### config.mk
export PLATFORM = sky130hd
export DESIGN_NAME = dwa_therm_encoder
export DESIGN_NICKNAME = d
export VERILOG_FILES = /design/src/rtl/dwa_therm_encoder.sv
export SDC_FILE = /design/constraint.sdc
export NUM_CORES = 1
export LEC_CHECK = 0
export CORE_MARGIN = 4
export CORE_UTILIZATION = 41
export CTS_CLUSTER_SIZE = 24
export DETAILED_ROUTE_END_ITERATION = 10
export PLACE_DENSITY = 0.72
export SLEW_MARGIN = 10
export SYNTH_ARGS = -nofsm -noshare
export SYNTH_HDL_FRONTEND = slang
export SYNTH_SLANG_ARGS = --single-unit
### constraint.sdc
create_clock -name clk -period 1.9 [get_ports clk]
set_input_delay 0.19 -clock clk [delete_from_list [all_inputs] [get_ports clk]]
set_output_delay 0.19 -clock clk [all_outputs]
set_load 0.01 [all_outputs]
### src/rtl/dwa_therm_encoder.sv
// dwa_therm_encoder: 4-bit binary code to 15-element thermometer with
// data-weighted averaging rotation for the unary feedback DAC.
// Two-cycle latency: stage 1 captures code/pointer, stage 2 drives the
// element enables. Rotation is built only when DWA_EN is defined; otherwise
// the output is the LSB-aligned thermometer and the pointer stays at 0.
module dwa_therm_encoder (
  input  logic        clk,
  input  logic        rst,
  input  logic        in_valid,
  input  logic [3:0]  in_code,
  input  logic        ptr_clr,
  output logic [14:0] therm_out,
  output logic        out_valid,
  output logic [3:0]  ptr_out
);

  localparam int unsigned NumElem = 15;
  localparam int unsigned CodeW   = 4;
  localparam int unsigned SumW    = CodeW + 1;

  logic [CodeW-1:0]   ptr_q, ptr_d;
  logic [CodeW-1:0]   code_s1_q;
  logic [CodeW-1:0]   ptr_s1_q, ptr_s1_d;
  logic               v_s1_q;
  logic [NumElem-1:0] therm_q, therm_d;
  logic               out_valid_q;

`ifdef DWA_EN
  logic [CodeW-1:0] eff_ptr_c;
  logic [SumW-1:0]  sum_c;

  // Effective pointer and modulo-15 advance by the accepted code
  always_comb begin
    eff_ptr_c = ptr_clr ? '0 : ptr_q;
    sum_c     = {1'b0, eff_ptr_c} + {1'b0, in_code};
    ptr_s1_d  = eff_ptr_c;
    ptr_d     = eff_ptr_c;
    if (in_valid) begin
      ptr_d = (sum_c >= SumW'(NumElem)) ? CodeW'(sum_c - SumW'(NumElem))
                                        : sum_c[CodeW-1:0];
    end
  end
`else
  logic unused_ptr_clr;

  // Rotation disabled: pointer tied to zero, clear pulse has no effect
  always_comb begin
    ptr_d          = '0;
    ptr_s1_d       = '0;
    unused_ptr_clr = ptr_clr;
  end
`endif

  logic [NumElem-1:0] base_c;

  // LSB-aligned run of code_s1 ones, rotated left by ptr_s1 within 15 bits
  always_comb begin
    base_c  = NumElem'((16'd1 << code_s1_q) - 16'd1);
    therm_d = (base_c << ptr_s1_q) | (base_c >> (4'd15 - ptr_s1_q));
  end

  // Stage 1 capture, pointer register and stage 2 output registers
  always_ff @(posedge clk) begin
    if (rst) begin
      ptr_q       <= '0;
      code_s1_q   <= '0;
      ptr_s1_q    <= '0;
      v_s1_q      <= 1'b0;
      therm_q     <= '0;
      out_valid_q <= 1'b0;
    end else begin
      ptr_q  <= ptr_d;
      v_s1_q <= in_valid;
      if (in_valid) begin
        code_s1_q <= in_code;
        ptr_s1_q  <= ptr_s1_d;
      end
      out_valid_q <= v_s1_q;
      if (v_s1_q) begin
        therm_q <= therm_d;
      end
    end
  end

  assign therm_out = therm_q;
  assign out_valid = out_valid_q;
  assign ptr_out   = ptr_q;

endmodule

==> flow_metrics.py <==
metrics = {
    "cts": {
        "clk_path_buf_depth": 2,
        "htree_num_levels": 1,
        "cts_root_buffer": "clkbuf_4",
        "cts_inserted_buffers": 3,
        "cts.sinks": 21,
        "cts_tree": "built",
        "clk_pin_slew_ns": 0.11,
        "clk_latency_ns": 0.30,
    },
    "critical_path": {
        "reg2reg_depth": 5,
        "cp_data_arrival_time_ns": 2.01,
        "rr_startpoint": "code_s1_q[3]",
        "crit_chain": "or4_4, ha_2, and4bb_1, o21bai_1, a311oi_1",
        "critPathSlowestCell": "or4_4",
        "critical_path_class": "register to register",
        "slowest_delay_ns": 0.54,
        "path_delay_family": "simple AND/OR/NAND/NOR gates",
        "cp_num_buf_inv": 0,
        "startpoint": "code_s1_q[3]",
        "crit_fanout": 5,
        "reg2reg_to": "therm_out[10]",
        "reg2reg_slack_ns": 0.10,
        "cp.depth": 5,
        "crit_path_end": "therm_out[10]",
        "worst_ep_required_time_ns": 2.11,
        "worstSetupStartpointType": "register",
        "crit_path_end_kind": "register",
    },
    "synthesis": {
        "synthArstFlopShare_pct": 0,
        "synth_largest_area_cell": "dfxtp_1",
        "yosys_warnings": 0,
        "synth.yosys.seq_area_share_pct": 43.6,
        "synth-seq-cells": 21,
        "post_synth.cell_area_avg_um2": 9.10,
        "synth_top_area_share_pct": 43.6,
        "synth-edff-count": 0,
        "synthTopCellsByArea": "dfxtp_1, mux2i_1, nor2_1",
        "ys_types": 35,
        "synth-main-ff-cell": "dfxtp_1",
        "netlist_area_um2": 965,
        "synth_cells": 106,
    },
    "run": {
        "max_cap_viol_count": 0,
    },
    "grt": {
        "grtUsageTotal_pct": 11.4,
        "grt_start_max_net_pins": 22,
        "antenna_found_initial": 0,
        "grt_pass1_vias": 696,
        "grt_pass1_wl_mm": 2.91,
        "overflow": 0,
    },
    "drt": {
        "wl_met3_um": 78,
        "dr.pass1.iters": 3,
        "routed-wl-met2_um": 859,
        "wire_per_inst_um": 11.2,
        "dr.first_iter.drc_count": 11,
        "wl_met1_um": 784,
        "antenna_left": 0,
        "remaining_drc_errors": 0,
        "top_layer_used": "met4",
        "viasPerCell": 4.96,
        "num_vias": 769,
        "wl_mm": 1.74,
    },
    "layout": {
        "stdcell_count": 155,
        "fillCellCount": 214,
        "drive_gt1_share_pct": 11.8,
        "seqCellArea_um2": 420,
        "stdcell_area_mm2": 0.00123,
        "multi_input_area_um2": 464,
        "fin_nets": 137,
        "final_cell_mix": "clkdlybuf4s50_1, dfxtp_1, nor2_1",
        "areaGrowthSynthToFinish_pct": 27.5,
        "layout_commonest_cell": "clkdlybuf4s50_1",
        "n_antenna_cell": 0,
    },
    "run_status": {
        "outcome": "finished clean",
    },
    "timing": {
        "finalHoldViolCount": 0,
        "fin_crit_ns": 1.80,
        "clock_skew_ns": 0.00272,
        "finalSetupViolCount": 0,
        "max_freq_mhz": 556,
        "maxSlewViolCount": 0,
        "finalSetupTns_ns": 0,
        "rsz0062_at_grt": "false",
        "finalCritPeriodShare_pct": 94.6,
    },
    "floorplan": {
        "num_rows": 17,
        "coreArea_mm2": 0.00223,
        "ios": 28,
        "dieWidth_um": 56.5,
        "fp.dieH_um": 56.5,
        "start_util_pct": 43.2,
        "die_area_mm2": 0.00319,
    },
    "min_path": {
        "min_path_cells": 2,
        "hp-class": "register to register",
    },
    "place": {
        "io_buffers": 22,
        "placement.cell_area_mm2": 0.00120,
        "place_inst": 151,
        "globalplace.congestion": 0.727,
        "dp_hpwl_mm": 1.23,
    },
    "power": {
        "irDropWorstVdd_v": 0.000518,
        "p_per_area_mw_per_mm2": 697,
        "leakagePower_nw": 0.453,
    },
}
-- flip-flops by register name, indices dropped and copies added (netlist names) --
register   flops
code_s1_q      4
out_valid      1
therm_out     15
v_s1_q         1
-- final cells by class --
cell class | count | area share [%]
Tap cell | 28 | 2.85
Clock buffer | 4 | 2.14
Inverter | 1 | 0.305
Multi-Input combinational cell | 71 | 37.7
Sequential cell | 21 | 34.2
Timing Repair Buffer | 30 | 22.8
-- worst min-delay path by stage --
stage | start | to | slack (ns)
after floorplan | rst | out_valid | 0.26
after global placement | therm_out[8] | therm_out[8] | 0.46
after detailed placement | therm_out[12] | therm_out[12] | 0.46
after CTS | therm_out[12] | therm_out[12] | 0.48
after global routing | therm_out[8] | therm_out[8] | 0.50
final | therm_out[8] | therm_out[8] | 0.48
-- Yosys cell counts (all sizes together), types with 2 or more instances --
library cell and count:
dfxtp 21, nor2 16, buf 11, a21oi 6
mux2i 6, clkbuf 5, nand2b 5, a211oi 4
a311oi 4, o21ai 3, nand3 2, nor2b 2
nor3 2, o211ai 2
-- report_power, final --
group	switching (W)	total, W	internal, W
sequential	0.0000126	0.000475	0.000462
combinational	0.0000826	0.000174	0.0000913
clock	0.000127	0.000209	0.0000817
total	0.000223	0.000858	0.000635
-- through the flow --
step | utilization (%) | setup WS, ns | hold slack [ns] | total power (W)
floorplan | - | 0.0250 | 0.262 | 0.000598
global placement | 53.8 | 0.126 | 0.458 | 0.000655
detailed placement | 53.8 | 0.0696 | 0.460 | 0.000659
CTS | 55.0 | 0.0472 | 0.479 | 0.000868
global route | 55.1 | 0.0274 | 0.497 | 0.000906
finish | 55.1 | 0.102 | 0.475 | 0.000858
-- logic make-up after synthesis --
kind of cell | count (synthesis) | share of synthesized area, %
adders and majority gates | 1 | 1.30
muxes | 6 | 6.23
DFF | 21 | 43.6
buffers and inverters | 17 | 9.73
other | 1 | 0.389
xor gates and xnor gates | 1 | 0.908
AOI/OAI and AO/OA | 23 | 16.9
and+or+nand+nor | 36 | 21.0
-- tightest hold or removal path, cell delays in order (launching register included) --
cell and delay [ns]:
dfxtp_1 0.33, nand2b_1 0.06, a21oi_1 0.05
-- per-layer routing --
layer	GRT usage (%)	up-vias
li1	-	411
met1	12.3	343
met2	21.1	13
met3	2.76	2
met4	4.07	0
met5	0	-
-- what timing repair did --
item / in CTS / in global routing
setup buffers: 0 / 0
endpoints found under the hold margin: 0 / 0
endpoints found under the setup margin: 0 / 1
hold buffers: 0 / 0
gates resized for setup: 0 / 1
Power figures use the tool's default switching activity.
